===== config.mk =====
export PLATFORM = sky130hd
export DESIGN_NAME = fxp_mult_pipe
export DESIGN_NICKNAME = d
export VERILOG_FILES = /design/src/rtl/fxp_mult_pipe.sv
export SDC_FILE = /design/constraint.sdc
export NUM_CORES = 1
export LEC_CHECK = 0
export ABC_AREA = 1
export CAP_MARGIN = 25
export CORE_MARGIN = 2
export CORE_UTILIZATION = 45
export DETAILED_ROUTE_END_ITERATION = 10
export SKIP_LAST_GASP = 1
export SYNTH_ARGS = -nofsm -noshare
export SYNTH_HDL_FRONTEND = slang
export SYNTH_SLANG_ARGS = --single-unit

===== constraint.sdc =====
create_clock -name clk -period 16.6 [get_ports clk]
set_input_delay 3.32 -clock clk [delete_from_list [all_inputs] [get_ports clk]]
set_output_delay 3.32 -clock clk [all_outputs]
set_load 0.05 [all_outputs]

===== src/rtl/fxp_mult_pipe.sv =====
// fxp_mult_pipe: 4-stage pipelined two's-complement fixed-point multiplier with round-half-up rescale and overflow flag
// Ports: clk, reset (asynchronous, active-high)
//        in_valid/in_ready, a_in, b_in, tag_in   operand side
//        out_valid/out_ready, y_out, tag_out, ovf_out   result side
// Every stage advances together whenever the output register is empty or is being drained,
// so a stall freezes the whole pipe, bubbles included.
// Build option FXP_MULT_SAT_EN: clamp y_out on overflow instead of wrapping.
module fxp_mult_pipe #(
    parameter int A_W        = 16,
    parameter int B_W        = 16,
    parameter int FRAC_SHIFT = 15,
    parameter int OUT_W      = 16,
    parameter int TAG_W      = 2
) (
    input  logic             clk,
    input  logic             reset,
    input  logic             in_valid,
    output logic             in_ready,
    input  logic [A_W-1:0]   a_in,
    input  logic [B_W-1:0]   b_in,
    input  logic [TAG_W-1:0] tag_in,
    output logic             out_valid,
    input  logic             out_ready,
    output logic [OUT_W-1:0] y_out,
    output logic [TAG_W-1:0] tag_out,
    output logic             ovf_out
);
    localparam int PW = A_W + B_W;
    localparam int RW = PW + 1 - FRAC_SHIFT;
    // Half an output LSB; shifting right once makes FRAC_SHIFT=0 yield zero.
    localparam logic [PW:0] RND = ({{PW{1'b0}}, 1'b1} << FRAC_SHIFT) >> 1;

    logic             adv;
    logic             v1, v2, v3;
    logic [A_W-1:0]   a1, ma2;
    logic [B_W-1:0]   b1, mb2;
    logic [TAG_W-1:0] t1, t2, t3;
    logic             s2, s3;
    logic [PW-1:0]    m3, p;
    logic [PW:0]      pr;
    logic [RW-1:0]    r;
    logic             ovf;
    logic [OUT_W-1:0] y;

    assign adv      = ~out_valid | out_ready;
    assign in_ready = adv;

    // One guard bit keeps the rounding add from overflowing the product width.
    always_comb begin
        p   = s3 ? -m3 : m3;
        pr  = {p[PW-1], p} + RND;
        r   = RW'($signed(pr) >>> FRAC_SHIFT);
        ovf = ~(&r[RW-1:OUT_W-1] | ~|r[RW-1:OUT_W-1]);
`ifdef FXP_MULT_SAT_EN
        y   = ovf ? {r[RW-1], {(OUT_W-1){~r[RW-1]}}} : r[OUT_W-1:0];
`else
        y   = r[OUT_W-1:0];
`endif
    end

    // Negating in the operand's own width maps -2^(W-1) onto magnitude 2^(W-1) exactly.
    always_ff @(posedge clk or posedge reset)
        if (reset) begin
            v1        <= 1'b0;
            v2        <= 1'b0;
            v3        <= 1'b0;
            a1        <= '0;
            b1        <= '0;
            t1        <= '0;
            t2        <= '0;
            t3        <= '0;
            s2        <= 1'b0;
            s3        <= 1'b0;
            ma2       <= '0;
            mb2       <= '0;
            m3        <= '0;
            out_valid <= 1'b0;
            y_out     <= '0;
            tag_out   <= '0;
            ovf_out   <= 1'b0;
        end else if (adv) begin
            v1        <= in_valid;
            a1        <= a_in;
            b1        <= b_in;
            t1        <= tag_in;
            v2        <= v1;
            s2        <= a1[A_W-1] ^ b1[B_W-1];
            ma2       <= a1[A_W-1] ? -a1 : a1;
            mb2       <= b1[B_W-1] ? -b1 : b1;
            t2        <= t1;
            v3        <= v2;
            s3        <= s2;
            m3        <= PW'(ma2) * PW'(mb2);
            t3        <= t2;
            out_valid <= v3;
            y_out     <= y;
            tag_out   <= t3;
            ovf_out   <= ovf;
        end
endmodule


==> results of run 1 <==
-- area by class of cell --
cell class	count	area (µm²)	share of cell area, %
inverters	467	1760	10.4
clock buffers	18	439	2.61
flip-flops and latches	127	3180	18.9
well taps	448	561	3.33
repair buffers	67	648	3.85
multi-input cells	1351	10100	60.1
clock inverters	13	141	0.840
-- critical path, cell delays in order --
cell and delay [ns]:
clkdlybuf4s50_1 0.50, nor2_4 0.04, buf_4 0.26, inv_4 0.54
clkdlybuf4s50_1 0.93
-- registers in the layout (all words and copies together), names as in the netlist --
register   cells
s2             1
mb2           16
tag_out        2
s3             1
ma2           16
m3            32
out_valid      1
v1             1
y_out         16
v2             1
b1            16
t1             2
ovf_out        1
t3             2
a1            16
v3             1
t2             2
-- metrics by stage --
step	hold WS [ns]	setup slack, ns
after floorplan	0.440	8.86
after global placement	0.454	7.65
after detailed placement	0.454	7.65
after CTS	0.466	7.64
after global routing	0.498	7.55
final	0.465	7.66
-- cell usage after synthesis (all sizes together), types with 2 or more instances --
cell type and n:
or2 10, nand4 8, o211ai 2, o22ai 2, o21ai 119, nor3 11
nor2 111, a211oi 3, nand3 68, xor2 32, clkbuf 90, nand3b 3
o21bai 2, inv 467, xnor2 9, dfrtp 127, a31oi 16, buf 6
fa 194, o31ai 6, ha 107, nand2 608, a21oi 33
-- path summary, 6_finish.rpt --
check	from	to	slack [ns]	cells past startpoint
setup / recovery	out_ready	in_ready	7.66	5
max in group asynchronous	reset	m3[3]	11.89	3
min in group asynchronous	reset	v3	3.41	2
hold / removal	v2	v3	0.47	2
setup reg to reg	ma2[1]	m3[22]	10.06	19
hold reg to reg	v2	v3	0.47	2
-- layer usage --
layer / track usage (%) / part of all wire [%]
met4: 5.98 / 1.8
met2: 35.3 / 45
met1: 31.9 / 49
met5: 0 / 0
met3: 3.11 / 4.0
-- logic make-up (layout without fill, tap and decap cells) --
kind of cell	Yosys count	count (layout)	synth area share, %
compound gates	187	187	6.51
simple gates	822	822	22.8
fa+ha+maj	301	301	33.9
flops	127	127	20.6
xor+xnor	41	41	2.33
buf+inv	563	565	13.8
==> results.json, run 1 <==
{
  "status": "finished clean",
  "maxSlewViolCount": 0,
  "cts_hold_buf": 0,
  "start_kind": "input port",
  "cts_buffer_depth": 2,
  "end_kind": "primary output",
  "skew_ns": 0.00993,
  "io_buffers": 58,
  "diodes": 0,
  "die_area_mm2": 0.0357,
  "clock_latency_ns": 0.44,
  "routedWlPerCell_um": 14.8,
  "crit_arrival_ns": 5.62,
  "via_per_inst": 4.96,
  "cts_buffers": 17,
  "grt_pass1_wl_um": 64000,
  "seq_area_frac_synth_pct": 20.6,
  "clock_sink_count": 127,
  "final_area_mm2": 0.0168,
  "antenna_found_initial": 0,
  "dp_cells": 2460,
  "setup_viol": 0,
  "ys_ff_latch": 127,
  "final_common_cell": "nand2_1",
  "final_util_pct": 50.1,
  "path_clk_slew_ns": 0.06,
  "cts-root-buf": "clkbuf_16",
  "postSynthAreaPerCell_um2": 7.54,
  "netlist.area_leader.share_pct": 25.2,
  "fp-row-count": 67,
  "drt-pass1-iter-count": 5,
  "cts_resized": 0,
  "drc": 0,
  "wl_um": 36900,
  "fin_setup_tns_ns": 0,
  "maxCapViolCount": 0,
  "syn_nets": 2380,
  "area_delta_synth_final_pct": 9.33,
  "tightestPinTransition_ns": 0.883,
  "grtUsageTotal_pct": 22.2,
  "yosysWarnings": 0,
  "die_w_um": 189,
  "synth_cell_types": 41,
  "cts_tree": "done",
  "grt_max_degree": 84,
  "synth_top_cell_by_area": "fa_1",
  "final_cell_mix": "583 x nand2_1, 459 x inv_1, 194 x fa_1",
  "synth_area_mm2": 0.0154,
  "post-cts-setup-buffer-count": 0,
  "ios": 59,
  "syn-instance-count": 2041,
  "timing.final.hold_violations": 0,
  "crit_required_ns": 13.28,
  "vias": 12400,
  "hpwl_um": 29400,
  "gp_congestion": 0.865,
  "nets": 2370,
  "htreeDepth": 4,
  "dpl_cell_area_mm2": 0.0163,
  "critPathKind": "input port to primary output",
  "grt-ovfl-total": 0,
  "fin_crit_sh_pct": 53.9,
  "grt_pass1_vias": 13000,
  "drt_iter0_markers": 643,
  "core_mm2": 0.0336,
  "synth.area.top_cells": "fa_1 25%, dfrtp_1 21%, nand2_1 14%",
  "fmax_mhz": 112,
  "hold_path_class": "flop to flop",
  "fin_crit_ns": 8.94,
  "synthArstFlopShare_pct": 100,
  "synth_edf_count": 0,
  "dieHeight_um": 189,
  "fillers": 3324,
  "slew_headroom_pct": 41.2,
  "ant_nets": 0,
  "cp_max_fo": 58,
  "initial_utilization_pct": 45.8,
  "final_cells": 2491,
  "synth_flop_cell": "dfrtp_1",
  "layout-drive-gt1-share_pct": 5.58,
  "rsz0062_at_grt": "false"
}
Power of run 1 is not shown: default switching activity piles up to over one toggle a cycle in this logic, so the estimate is an artifact.
==> run 2: changes to the inputs <==
==> constraint.sdc (replaced) <==
create_clock -name clk -period 8.8 [get_ports clk]
set_input_delay 1.76 -clock clk [delete_from_list [all_inputs] [get_ports clk]]
set_output_delay 1.76 -clock clk [all_outputs]
set_load 0.05 [all_outputs]
==> run 2 against run 1 <==
Compared with the run above: hold slack better by 0.0045 ns; utilization is 0.15 points lower; routed wire length is 2.8% higher; final cell count is 0.12% lower; register-to-register slack worse by 7.5 ns; first-iteration DRC count is 13% higher; global-route usage is 0.83 points higher; worst setup slack worse by 5.1 ns; final area is 0.29% lower; critical path type is now flop to flop.
==> results.json, run 2 (synthesis gave the netlist of run 1 again) <==
{
  "critPathMostFrequentCell": "fa_1",
  "critPathKind": "flop to flop",
  "wl_um": 38000,
  "largest_register": "m3",
  "hold_path_class": "flop to flop",
  "fillers": 3339,
  "ant_nets": 0,
  "diodes": 0,
  "final_common_cell": "nand2_1",
  "gp_congestion": 0.863,
  "status": "finished clean",
  "cts-root-buf": "clkbuf_16",
  "start_kind": "flop",
  "drt_iter0_markers": 728,
  "routedWlPerCell_um": 15.3,
  "clock_latency_ns": 0.44,
  "slew_headroom_pct": 42.5,
  "vias": 12400,
  "cts_tree": "done",
  "final_util_pct": 49.9,
  "setup_slack_ns": 2.55,
  "cts_buffer_depth": 2,
  "nets": 2366,
  "largest_reg_flops": 32,
  "critical_path_depth": 21,
  "grt_max_degree": 75,
  "io_buffers": 58,
  "area_delta_synth_final_pct": 9.01,
  "crit_required_ns": 9.13,
  "hpwl_um": 30200,
  "crit_arrival_ns": 6.57,
  "drc": 0,
  "path_clk_slew_ns": 0.06,
  "setup_viol": 0,
  "ios": 59,
  "rsz0062_at_grt": "false",
  "critPathTopFamily": "adder cells",
  "maxSlewViolCount": 0,
  "dieHeight_um": 189,
  "end_kind": "flop",
  "min_path_cells": 1,
  "cp_max_fo": 17,
  "clock_sink_count": 127,
  "grt_pass1_wl_um": 65300,
  "grtUsageTotal_pct": 23.1,
  "grt-ovfl-total": 0,
  "skew_ns": 0.0129,
  "via_per_inst": 4.99,
  "timing.final.hold_violations": 0,
  "max_stage_delay_ns": 0.82,
  "cts_hold_buf": 0,
  "maxCapViolCount": 0,
  "die_area_mm2": 0.0357,
  "fp-row-count": 67,
  "fin_crit_ns": 6.25,
  "crit_buf_inv": 4,
  "cts_resized": 0,
  "fmax_mhz": 160,
  "htreeDepth": 4,
  "grt_pass1_vias": 13000,
  "cts_buffers": 17,
  "tightestPinTransition_ns": 0.863,
  "reg2reg_depth": 21,
  "path_cells": "nand2_1 -> fa_1 -> inv_1 -> fa_1 -> fa_1 -> fa_1 -> fa_1 -> inv_1 -> fa_1 -> inv_1 -> ha_1 -> inv_1 -> o21ai_0 -> a31oi_1 -> a21boi_0 -> o21ai_0 -> nand2_1 -> nand2_1 -> nand2_1 -> nand3_1 -> nand2_1",
  "fin_crit_sh_pct": 71.0,
  "antenna_found_initial": 0,
  "core_mm2": 0.0336,
  "initial_utilization_pct": 45.8,
  "fin_setup_tns_ns": 0,
  "slowest_stage": "dfrtp_1",
  "post-place-ws_ns": 2.61,
  "drt-pass1-iter-count": 5,
  "final_cell_mix": "583 x nand2_1, 459 x inv_1, 194 x fa_1",
  "die_w_um": 189,
  "layout-drive-gt1-share_pct": 5.44,
  "post-cts-setup-buffer-count": 0
}
[run 2: final timing paths]
kind	slack (ns)	to	start
setup / recovery	2.55	m3[26]	ma2[6]
hold / removal	0.47	out_valid	v3
setup reg to reg	2.55	m3[26]	ma2[6]
hold reg to reg	0.47	out_valid	v3
max in group asynchronous	5.59	m3[0]	reset
min in group asynchronous	1.84	v3	reset
[run 2: worst reg2reg max path: stages, from the launching register on]
cell      delay (ns)
dfrtp_1         0.82
nand2_1         0.17
fa_1            0.57
inv_1           0.05
fa_1            0.52
fa_1            0.45
fa_1            0.53
fa_1            0.54
inv_1           0.05
fa_1            0.53
inv_1           0.04
ha_1            0.34
inv_1           0.07
o21ai_0         0.29
a31oi_1         0.18
a21boi_0        0.18
o21ai_0         0.40
nand2_1         0.15
nand2_1         0.09
nand2_1         0.05
nand3_1         0.06
nand2_1         0.05
[run 2: through the flow]
step / cells / hold slack [ns] / area [µm²]
2_1_floorplan: 2041 / 0.440 / 15400
3_3_place_gp: 2456 / 0.451 / 16200
3_5_place_dp: 2456 / 0.454 / 16200
4_1_cts: 2488 / 0.469 / 16800
5_1_grt: 2488 / 0.492 / 16800
6_report: 2488 / 0.470 / 16800
[run 2: layer usage]
metal | vias up | track usage, % | part of all wire [%]
li1 | 6005 | - | -
met1 | 6135 | 31.7 | 47
met2 | 238 | 37.7 | 47
met3 | 39 | 4.37 | 4.5
met4 | 0 | 5.68 | 1.8
met5 | - | 0 | 0
[run 2: cell type report]
cell class              instances  area (µm²)  area share (%)
multi-input cells            1351       10100            60.2
flip-flops and latches        127        3180            18.9
inverters                     467        1760            10.5
repair buffers                 63         618            3.68
well taps                     448         561            3.34
clock buffers                  21         480            2.86
clock inverters                11        81.3           0.484
Power of run 2 is left out for the same reason.
